## config.mk

```make
export PLATFORM = sky130hd
export DESIGN_NAME = axi_lite_reg_slave_flat
export DESIGN_NICKNAME = d
export VERILOG_FILES = /design/src/rtl/axi_pkg.sv /design/src/rtl/axi_lite_if.sv /design/src/rtl/axi_lite_reg_slave.sv /design/src/flat_wrapper.sv
export SDC_FILE = /design/constraint.sdc
export NUM_CORES = 1
export LEC_CHECK = 0
export BUFFER_PORTS_ARGS = -buffer_cell sky130_fd_sc_hd__buf_2
export CORE_AREA = 2 2 477 479
export CTS_CLUSTER_SIZE = 12
export DETAILED_ROUTE_END_ITERATION = 10
export DIE_AREA = 0 0 479 481
export HOLD_SLACK_MARGIN = 0.12
export PLACE_DENSITY_LB_ADDON = 0.2
export SETUP_SLACK_MARGIN = 0.5
export SLEW_MARGIN = 40
export SYNTH_ARGS = -nofsm -noshare
export SYNTH_HDL_FRONTEND = slang
export SYNTH_SLANG_ARGS = --single-unit
```

## constraint.sdc

```tcl
create_clock -name clk_i -period 3.9 [get_ports clk_i]
set_input_delay 0.195 -clock clk_i [delete_from_list [all_inputs] [get_ports clk_i]]
set_output_delay 0.195 -clock clk_i [all_outputs]
set_load 0.01 [all_outputs]
```

## src/rtl/axi_pkg.sv

```systemverilog
// Shared AXI definitions: response and protection encodings.
package axi_pkg;

  typedef logic [1:0] resp_t;
  typedef logic [2:0] prot_t;

  localparam resp_t RESP_OKAY   = 2'b00;
  localparam resp_t RESP_EXOKAY = 2'b01;
  localparam resp_t RESP_SLVERR = 2'b10;
  localparam resp_t RESP_DECERR = 2'b11;

endpackage

```

## src/rtl/axi_lite_if.sv

```systemverilog
// AXI4-Lite channel bundle with master and slave views.
interface AXI_LITE #(
  parameter int unsigned AXI_ADDR_WIDTH = 32,
  parameter int unsigned AXI_DATA_WIDTH = 32
);
  import axi_pkg::*;

  localparam int unsigned StrbW = AXI_DATA_WIDTH / 8;

  logic [AXI_ADDR_WIDTH-1:0] aw_addr;
  prot_t                     aw_prot;
  logic                      aw_valid;
  logic                      aw_ready;
  logic [AXI_DATA_WIDTH-1:0] w_data;
  logic [StrbW-1:0]          w_strb;
  logic                      w_valid;
  logic                      w_ready;
  resp_t                     b_resp;
  logic                      b_valid;
  logic                      b_ready;
  logic [AXI_ADDR_WIDTH-1:0] ar_addr;
  prot_t                     ar_prot;
  logic                      ar_valid;
  logic                      ar_ready;
  logic [AXI_DATA_WIDTH-1:0] r_data;
  resp_t                     r_resp;
  logic                      r_valid;
  logic                      r_ready;

  modport Master (
    output aw_addr, aw_prot, aw_valid, input aw_ready,
    output w_data, w_strb, w_valid, input w_ready,
    input b_resp, b_valid, output b_ready,
    output ar_addr, ar_prot, ar_valid, input ar_ready,
    input r_data, r_resp, r_valid, output r_ready
  );

  modport Slave (
    input aw_addr, aw_prot, aw_valid, output aw_ready,
    input w_data, w_strb, w_valid, output w_ready,
    output b_resp, b_valid, input b_ready,
    input ar_addr, ar_prot, ar_valid, output ar_ready,
    output r_data, r_resp, r_valid, input r_ready
  );

endinterface

```

## src/rtl/axi_lite_reg_slave.sv

```systemverilog
// AXI4-Lite register bank: buffered AW/W with one B per write, AR served with one R,
// read-only registers loadable from hardware.
module axi_lite_reg_slave
  import axi_pkg::*;
#(
  parameter int unsigned AXI_ADDR_WIDTH = 32,
  parameter int unsigned AXI_DATA_WIDTH = 32,
  parameter int unsigned NumRegs        = 16,
  parameter logic [NumRegs-1:0][AXI_DATA_WIDTH-1:0] RegRstVal = '0,
  parameter logic [NumRegs-1:0] ReadOnly = '0
) (
  input  logic                                     clk_i,
  input  logic                                     rst_ni,
  AXI_LITE.Slave                                   slv,
  output logic [NumRegs-1:0][AXI_DATA_WIDTH-1:0]   reg_q_o,
  output logic [NumRegs-1:0]                       wr_pulse_o,
  input  logic [NumRegs-1:0]                       hw_load_i,
  input  logic [NumRegs-1:0][AXI_DATA_WIDTH-1:0]   hw_d_i
);

  localparam int unsigned StrbW   = AXI_DATA_WIDTH / 8;
  localparam int unsigned AddrLsb = $clog2(StrbW);

  typedef logic [AXI_ADDR_WIDTH-1:0] addr_t;
  typedef logic [AXI_DATA_WIDTH-1:0] data_t;
  typedef logic [StrbW-1:0]          strb_t;

  logic  aw_full_q, aw_full_d, w_full_q, w_full_d;
  addr_t aw_addr_q, aw_addr_d;
  data_t w_data_q, w_data_d;
  strb_t w_strb_q, w_strb_d;
  logic  b_valid_q, b_valid_d, r_valid_q, r_valid_d;
  resp_t b_resp_q, b_resp_d, r_resp_q, r_resp_d;
  data_t r_data_q, r_data_d;
  logic [NumRegs-1:0][AXI_DATA_WIDTH-1:0] regs_q, regs_d;
  logic [NumRegs-1:0] wr_pulse_q, wr_pulse_d;

  logic  aw_hs, w_hs, ar_hs, commit;
  addr_t aw_idx, ar_idx;
  logic  unused_prot;

  assign slv.aw_ready = !aw_full_q && !b_valid_q;
  assign slv.w_ready  = !w_full_q && !b_valid_q;
  assign slv.ar_ready = !r_valid_q;
  assign slv.b_valid  = b_valid_q;
  assign slv.b_resp   = b_resp_q;
  assign slv.r_valid  = r_valid_q;
  assign slv.r_data   = r_data_q;
  assign slv.r_resp   = r_resp_q;
  assign reg_q_o      = regs_q;
  assign wr_pulse_o   = wr_pulse_q;
  assign unused_prot  = ^{slv.aw_prot, slv.ar_prot};

  assign aw_hs  = slv.aw_valid && slv.aw_ready;
  assign w_hs   = slv.w_valid && slv.w_ready;
  assign ar_hs  = slv.ar_valid && slv.ar_ready;
  assign commit = aw_full_q && w_full_q && !b_valid_q;
  assign aw_idx = aw_addr_q >> AddrLsb;
  assign ar_idx = slv.ar_addr >> AddrLsb;

  // Write channel buffers, B response and register array update.
  always_comb begin
    aw_full_d  = aw_full_q;
    aw_addr_d  = aw_addr_q;
    w_full_d   = w_full_q;
    w_data_d   = w_data_q;
    w_strb_d   = w_strb_q;
    b_valid_d  = b_valid_q;
    b_resp_d   = b_resp_q;
    regs_d     = regs_q;
    wr_pulse_d = '0;
    if (aw_hs) begin
      aw_full_d = 1'b1;
      aw_addr_d = slv.aw_addr;
    end
    if (w_hs) begin
      w_full_d = 1'b1;
      w_data_d = slv.w_data;
      w_strb_d = slv.w_strb;
    end
    if (b_valid_q && slv.b_ready) begin
      b_valid_d = 1'b0;
    end
    if (commit) begin
      aw_full_d = 1'b0;
      w_full_d  = 1'b0;
      b_valid_d = 1'b1;
      b_resp_d  = RESP_DECERR;
      for (int unsigned i = 0; i < NumRegs; i++) begin
        if (aw_idx == addr_t'(i)) begin
          if (ReadOnly[i]) begin
            b_resp_d = RESP_SLVERR;
          end else begin
            b_resp_d      = RESP_OKAY;
            wr_pulse_d[i] = 1'b1;
            for (int unsigned b = 0; b < StrbW; b++) begin
              if (w_strb_q[b]) regs_d[i][8*b +: 8] = w_data_q[8*b +: 8];
            end
          end
        end
      end
    end
    // Hardware loads only reach read-only registers, so they never collide with AXI writes.
    for (int unsigned i = 0; i < NumRegs; i++) begin
      if (ReadOnly[i] && hw_load_i[i]) regs_d[i] = hw_d_i[i];
    end
  end

  // Read channel: data sampled from the pre-edge register contents.
  always_comb begin
    r_valid_d = r_valid_q;
    r_data_d  = r_data_q;
    r_resp_d  = r_resp_q;
    if (r_valid_q && slv.r_ready) begin
      r_valid_d = 1'b0;
    end
    if (ar_hs) begin
      r_valid_d = 1'b1;
      r_data_d  = '0;
      r_resp_d  = RESP_DECERR;
      for (int unsigned i = 0; i < NumRegs; i++) begin
        if (ar_idx == addr_t'(i)) begin
          r_data_d = regs_q[i];
          r_resp_d = RESP_OKAY;
        end
      end
    end
  end

  always_ff @(posedge clk_i or negedge rst_ni) begin
    if (!rst_ni) begin
      aw_full_q  <= 1'b0;
      aw_addr_q  <= '0;
      w_full_q   <= 1'b0;
      w_data_q   <= '0;
      w_strb_q   <= '0;
      b_valid_q  <= 1'b0;
      b_resp_q   <= RESP_OKAY;
      r_valid_q  <= 1'b0;
      r_data_q   <= '0;
      r_resp_q   <= RESP_OKAY;
      regs_q     <= RegRstVal;
      wr_pulse_q <= '0;
    end else begin
      aw_full_q  <= aw_full_d;
      aw_addr_q  <= aw_addr_d;
      w_full_q   <= w_full_d;
      w_data_q   <= w_data_d;
      w_strb_q   <= w_strb_d;
      b_valid_q  <= b_valid_d;
      b_resp_q   <= b_resp_d;
      r_valid_q  <= r_valid_d;
      r_data_q   <= r_data_d;
      r_resp_q   <= r_resp_d;
      regs_q     <= regs_d;
      wr_pulse_q <= wr_pulse_d;
    end
  end

endmodule

```

## src/flat_wrapper.sv

```systemverilog
// flat-port wrapper written by rule: the top's interface ports become plain ports
module axi_lite_reg_slave_flat import axi_pkg::*;
#(
  parameter int unsigned AXI_ADDR_WIDTH = 32,
  parameter int unsigned AXI_DATA_WIDTH = 32,
  parameter int unsigned NumRegs        = 16,
  parameter logic [NumRegs-1:0][AXI_DATA_WIDTH-1:0] RegRstVal = '0,
  parameter logic [NumRegs-1:0] ReadOnly = '0
)
  (clk_i, rst_ni, reg_q_o, wr_pulse_o, hw_load_i, hw_d_i, slv_aw_addr, slv_aw_prot, slv_aw_valid, slv_aw_ready, slv_w_data, slv_w_strb, slv_w_valid, slv_w_ready, slv_b_resp, slv_b_valid, slv_b_ready, slv_ar_addr, slv_ar_prot, slv_ar_valid, slv_ar_ready, slv_r_data, slv_r_resp, slv_r_valid, slv_r_ready);
  AXI_LITE #(.AXI_ADDR_WIDTH(AXI_ADDR_WIDTH), .AXI_DATA_WIDTH(AXI_DATA_WIDTH)) slv_i ();
  input  logic clk_i;
  input  logic rst_ni;
  output logic [NumRegs-1:0][AXI_DATA_WIDTH-1:0] reg_q_o;
  output logic [NumRegs-1:0] wr_pulse_o;
  input  logic [NumRegs-1:0] hw_load_i;
  input  logic [NumRegs-1:0][AXI_DATA_WIDTH-1:0] hw_d_i;
  input wire logic [$bits(slv_i.aw_addr)-1:0] slv_aw_addr;
  input wire logic [$bits(slv_i.aw_prot)-1:0] slv_aw_prot;
  input wire logic [$bits(slv_i.aw_valid)-1:0] slv_aw_valid;
  output wire logic [$bits(slv_i.aw_ready)-1:0] slv_aw_ready;
  input wire logic [$bits(slv_i.w_data)-1:0] slv_w_data;
  input wire logic [$bits(slv_i.w_strb)-1:0] slv_w_strb;
  input wire logic [$bits(slv_i.w_valid)-1:0] slv_w_valid;
  output wire logic [$bits(slv_i.w_ready)-1:0] slv_w_ready;
  output wire logic [$bits(slv_i.b_resp)-1:0] slv_b_resp;
  output wire logic [$bits(slv_i.b_valid)-1:0] slv_b_valid;
  input wire logic [$bits(slv_i.b_ready)-1:0] slv_b_ready;
  input wire logic [$bits(slv_i.ar_addr)-1:0] slv_ar_addr;
  input wire logic [$bits(slv_i.ar_prot)-1:0] slv_ar_prot;
  input wire logic [$bits(slv_i.ar_valid)-1:0] slv_ar_valid;
  output wire logic [$bits(slv_i.ar_ready)-1:0] slv_ar_ready;
  output wire logic [$bits(slv_i.r_data)-1:0] slv_r_data;
  output wire logic [$bits(slv_i.r_resp)-1:0] slv_r_resp;
  output wire logic [$bits(slv_i.r_valid)-1:0] slv_r_valid;
  input wire logic [$bits(slv_i.r_ready)-1:0] slv_r_ready;
  assign slv_i.aw_addr = slv_aw_addr;
  assign slv_i.aw_prot = slv_aw_prot;
  assign slv_i.aw_valid = slv_aw_valid;
  assign slv_aw_ready = slv_i.aw_ready;
  assign slv_i.w_data = slv_w_data;
  assign slv_i.w_strb = slv_w_strb;
  assign slv_i.w_valid = slv_w_valid;
  assign slv_w_ready = slv_i.w_ready;
  assign slv_b_resp = slv_i.b_resp;
  assign slv_b_valid = slv_i.b_valid;
  assign slv_i.b_ready = slv_b_ready;
  assign slv_i.ar_addr = slv_ar_addr;
  assign slv_i.ar_prot = slv_ar_prot;
  assign slv_i.ar_valid = slv_ar_valid;
  assign slv_ar_ready = slv_i.ar_ready;
  assign slv_r_data = slv_i.r_data;
  assign slv_r_resp = slv_i.r_resp;
  assign slv_r_valid = slv_i.r_valid;
  assign slv_i.r_ready = slv_r_ready;
  axi_lite_reg_slave #(.AXI_ADDR_WIDTH(AXI_ADDR_WIDTH), .AXI_DATA_WIDTH(AXI_DATA_WIDTH), .NumRegs(NumRegs), .RegRstVal(RegRstVal), .ReadOnly(ReadOnly)) u_core (.clk_i(clk_i), .rst_ni(rst_ni), .slv(slv_i), .reg_q_o(reg_q_o), .wr_pulse_o(wr_pulse_o), .hw_load_i(hw_load_i), .hw_d_i(hw_d_i));
endmodule
```

Word level (Yosys, flattened, before mapping) --
Cells that the tools add are included.
Operators by class: eq/ne operators 30, muxes and demuxes 73, reduce and logical (&&, ||, !) cells 83
Operators by type and width (count):
- 2-to-1 mux 32 bit | 16
- == test 30 x 4 -> 1 bit, second input constant | 16
- == test 30 x 3 -> 1 bit, second input constant | 8
- AND reduction 3 bit | 64
- == test 30 x 2 -> 1 bit, second input constant | 4
- zero test 32 bit | 2
- 2-to-1 mux 2 bit | 32
- == test 30 x 1 -> 1 bit, second input constant | 2
- 2-to-1 mux 1 bit | 24
- 2-to-1 mux 16 bit | 1
- logical AND 1 bit | 9
- nonzero test 2 bit | 4
- zero test 1 bit | 4
Storage, ports and cells: register bits 636, input port bits 641, output and inout bits 569, logic and storage cells 261

Logic depth before layout (Yosys ltp) --
depth after elaboration 17, depth in mapped cells 11, depth with buffers taken out 7

Least setup slack after synthesis --
OpenSTA, ideal clock, no wires.
path type register to register, start reg u_core.b_valid_q, in the netlist u_core.slv.b_valid, end reg u_core.regs_q (netlist bit u_core.reg_q_o[280]), library setup time 0.128 ns, arrival 2.221 ns, data required time 3.772 ns, path slack 1.552 ns, stages on the path, launching flop included 8, buffers on the path 1, clock period less this slack 2.348 ns, cells stage by stage dfrtp_1 and3b_1 nand4_1 or4_1 clkbuf_1 nor3_4 nand2_2 mux2_1
Between the ends: cells in the longest elaborated chain, start to end 3
RTL lines:
- start, declared | line axi_lite_reg_slave.sv:32 | logic b_valid_q, b_valid_d, r_valid_q, r_valid_d;
- start signal, assigned | line axi_lite_reg_slave.sv:150 | b_valid_q <= b_valid_d;
- zero test 1 bit | line axi_lite_reg_slave.sv:57 | assign commit = aw_full_q && w_full_q && !b_valid_q;
- logical AND 1 bit | line axi_lite_reg_slave.sv:57
- AND reduction 3 bit (no source line)
- end signal, assigned | line axi_lite_reg_slave.sv:142 | regs_q <= RegRstVal;
- end signal, assigned | line axi_lite_reg_slave.sv:155 | regs_q <= regs_d;
- end, declared | line axi_lite_reg_slave.sv:35 | logic [NumRegs-1:0][AXI_DATA_WIDTH-1:0] regs_q, regs_d;
No other way between the ends. A chain may end at the register's enable or synchronous reset.

Worst setup path in the final report --
start in slv_ar_addr[8], end reg u_core.r_data_q[3], in the netlist u_core.slv.r_data[3]
Between the ends: cells in the longest elaborated chain, start to end 17, elaborated cells on any way between the ends 32, classes of those cells eq/ne: 15; mux: 16; reduce/logical: 1
RTL lines:
- start, declared | line flat_wrapper.sv:29 | input wire logic [$bits(slv_i.ar_addr)-1:0] slv_ar_addr;
- zero test 32 bit | line axi_lite_reg_slave.sv:122 | if (ar_idx == addr_t'(i)) begin
- 2-to-1 mux 32 bit (15 in series) | line axi_lite_reg_slave.sv:122
- 2-to-1 mux 32 bit (*) | line axi_lite_reg_slave.sv:122
- end signal, assigned | line axi_lite_reg_slave.sv:153 | r_data_q <= r_data_d;
- end, declared | line axi_lite_reg_slave.sv:34 | data_t r_data_q, r_data_d;
Every way passes the cells marked *; elsewhere a longest branch is shown, timed or not.

==> metrics <==
number of placement rows=175; class of the most critical setup path=in -> reg; clock-pin slew on the worst setup and hold paths=approximately 0.060 ns; fraction of registers with async set or reset after synthesis=between 90% and 100%; hold violation total from the final report=0; maximum resistive drop on vdd=0.546 mV; most common cell after layout, fill and taps aside=sky130_fd_sc_hd__buf_2; max-capacitance violation count=0; GRT Overall Usage=between 10% and 20%; vias in the first global route=24,500; final standard cell utilization of the core=a little under a fifth; CTS H-tree depth=3; number of buffers added by the clock tree synthesis step=86; arrival time at the worst endpoint=approximately 4 ns; worst relative slew slack=about two fifths; Max Freq=roughly 300 MHz; global-route wire length before repair=around 260,000 µm; Avg Cell Area, Syn=between 10 and 15 µm²; number of antenna-violating nets in the routed design=0; clock network latency to the later pin of the worst-skew pair=0.75 ns; layout overhead on the synthesized area=46.2%; total net switching power=around 6.5 mW; Die Footprint=230,000 µm²; ys flop type=sky130_fd_sc_hd__dfrtp_1; Compound-Gate Fraction of Synth Area=around a tenth; final setup TNS=0 ns; max-slew violation total from the final report=0; Net Sw Frac=around a third; net count after synthesis=roughly 2,800; Comb power frac=12.1%; Synth Cell Area=between 20,000 and 30,000 µm²; core footprint=226,000 µm²; number of register bits inferred by synthesis=between 600 and 700; count of input and output buffers=approximately 670; Initial Utilization=12.5%; internal power summed over all cells=about 13 mW; top-level I/O count=between 1,000 and 1,500; sequential area share after synthesis=between 50% and 60%; die outline height=between 400 and 500 µm; via count of the routed design=between 20,000 and 25,000; clock sink count=632; static leakage power=20.2 nW; Longest Clk Path Bufs=3; Final Cycle Share=about 86%; clock tree root buffer cell=sky130_fd_sc_hd__clkbuf_16; skew final=~0.046 ns; Worst Setup Start Kind=input port; number of antenna violations at the first check in global routing=44; combinational family with the most area after synthesis=multiplexers; number of enable flip-flop cells after synthesis=0; leading cell types in the layout, fill and taps excluded=sky130_fd_sc_hd__buf_2 (669), sky130_fd_sc_hd__dfrtp_1 (610), sky130_fd_sc_hd__mux2_2 (576); number of nets in the layout=~3,800; status=completed; time the final worst path needs with I/O delays and setup=approximately 3.4 ns; Crit path required time=~4.6 ns; yosys synthesis warning count=0; fraction of the mapped netlist area in adder cells=0%; hold slack final=about 0.19 ns; WL final=roughly 200,000 µm; total DRC errors in the routed layout=0; vias per cell=about 3.9; pin count of the biggest net entering global routing=roughly 100; Worst Setup End Kind=flop; synthesized instance count=2,140; die width=approximately 480 µm; Pwr Total=about 19 mW; maximum fanout along the worst path=23; unrepaired setup endpoints after global routing=yes; Final HPWL DP=~160,000 µm; hold crit path type=in -> reg; gp weighted congestion=roughly 0.8; fraction of power consumed by the clock network=43.9%; Worst Max-Slew Pin Slew=0.867 ns; mux share of post-synthesis cell area=between 20 and 25%; first-pass iteration count of the detailed router=8; power density normalized to cell area=465 nW/µm²; TritonCTS clock tree=built; number of setup buffers added after CTS=0; detailed router's first-iteration violation count=1,744; Overflow after GRT=0; Simple-Gate Fraction of Synth Area=under 10%; detailed-route wire length per cell=32.8 µm; number of failing setup endpoints in the final timing report=0; number of distinct standard cells referenced by the synthesized netlist=81; sequential fraction of design power=44.0%; layout cells sized above 1=approximately 56%; XOR/XNOR Fraction of Synth Area=less than 1%
[registers in the layout, indices dropped and copies added (netlist names)]
register / count
u_core.reg_q_o: 512
u_core.slv.r_data: 32
u_core.w_data_q: 32
u_core.aw_addr_q: 30
u_core.wr_pulse_o: 16
u_core.w_strb_q: 4
u_core.aw_full_q: 1
u_core.slv.b_resp: 1
u_core.slv.b_valid: 1
u_core.slv.r_resp: 1
u_core.slv.r_valid: 1
u_core.w_full_q: 1
[layer usage]
metal  up-vias  global-route usage [%]  share of wire, %
li1      10200                       -                 -
met1     12700                    24.6                48
met2      1017                    25.1                41
met3       153                    5.81               8.5
met4         2                    3.74               2.2
met5         -                       0            0.0063
[critical path, cell delays in order]
cell                            delay [ns]
sky130_fd_sc_hd__buf_2                0.08
sky130_fd_sc_hd__dlygate4sd3_1        0.59
sky130_fd_sc_hd__nor4_4               0.04
sky130_fd_sc_hd__dlygate4sd3_1        0.59
sky130_fd_sc_hd__buf_12               0.17
sky130_fd_sc_hd__nand3_1              0.13
sky130_fd_sc_hd__nand4_1              0.39
sky130_fd_sc_hd__buf_4                0.36
sky130_fd_sc_hd__a21oi_1              0.48
sky130_fd_sc_hd__nor4b_1              0.37
sky130_fd_sc_hd__buf_4                0.24
sky130_fd_sc_hd__o221ai_2             0.12
sky130_fd_sc_hd__a31oi_1              0.18
[Yosys cell counts, types with 13 or more instances]
cell type	count	area [µm²]
sky130_fd_sc_hd__dfrtp_1	632	15800
sky130_fd_sc_hd__mux2_2	576	6490
sky130_fd_sc_hd__nand2_1	103	387
sky130_fd_sc_hd__clkbuf_1	90	338
sky130_fd_sc_hd__a21oi_1	76	380
sky130_fd_sc_hd__nor2_1	67	251
sky130_fd_sc_hd__o21ai_0	54	270
sky130_fd_sc_hd__a22oi_1	38	285
sky130_fd_sc_hd__a221oi_1	33	289
sky130_fd_sc_hd__nand3_1	29	145
sky130_fd_sc_hd__o22ai_1	26	163
sky130_fd_sc_hd__buf_2	25	125
sky130_fd_sc_hd__o21ai_1	25	125
sky130_fd_sc_hd__nor3_1	22	110
sky130_fd_sc_hd__nand2_2	21	131
sky130_fd_sc_hd__o211ai_1	18	135
sky130_fd_sc_hd__mux4_2	17	383
sky130_fd_sc_hd__a222oi_1	14	140
sky130_fd_sc_hd__nor4_1	14	87.6
sky130_fd_sc_hd__o221ai_1	14	123
sky130_fd_sc_hd__a31oi_1	13	81.3
[power groups by stage]
stage               clock network [mW]  logic, mW  registers [mW]
floorplan                            0       1.24            7.38
global placement                     0       2.26            8.53
detailed placement                   0       2.28            8.56
CTS                               8.72       2.35            8.45
global route                      8.93       2.48            8.55
finish                            8.43       2.32            8.44
[worst paths after layout]
check                                     startpoint              endpoint  slack [ns]  cells after the start
max in group asynchronous                     rst_ni   u_core.w_data_q[26]        2.92                      3
worst max register to register    u_core.slv.b_valid   u_core.reg_q_o[261]        0.67                      9
worst max-delay path                  slv_ar_addr[8]  u_core.slv.r_data[3]        0.53                     13
worst min-delay path                     slv_r_ready    u_core.slv.r_valid        0.19                      3
worst min register to register  u_core.aw_addr_q[24]  u_core.aw_addr_q[24]        0.51                      1
min in group asynchronous                     rst_ni   u_core.reg_q_o[479]        0.27                      3
[area by class of cell]
type / count / area [µm²]
multi-input combinational: 1363 / 11900
clock inverter: 32 / 469
antenna: 24 / 60.1
clock buffer: 126 / 2460
timing repair buffer: 1041 / 6720
inverter: 13 / 48.8
sequential: 632 / 15800
tap: 3009 / 3760
fill: 24900 / 185000
[per-stage QoR]
step                      instances  cell area (µm²)  setup slack [ns]
after floorplan                2140            28200              1.55
after global placement         5982            37400           -0.0795
after detailed placement       5982            37400           -0.0927
after CTS                      6216            41100             0.479
after global routing           6222            41200             0.487
final                          6240            41200             0.534
[kinds of logic after synthesis]
group	count (synthesis)
AND/OR/NAND/NOR	357
AO/OA/AOI/OAI	401
XOR/XNOR	2
multiplexers	603
flip-flops	632
buffers and inverters	145
[what timing repair did]
| item | CTS | global route |
|---|---|---|
| gates resized for setup | 3 | 9 |
| endpoints found under the hold margin | 643 | 0 |
| hold buffers | 76 | 0 |
| endpoints found under the setup margin | 56 | 79 |
Note: power is estimated with default switching activity, not from simulation.
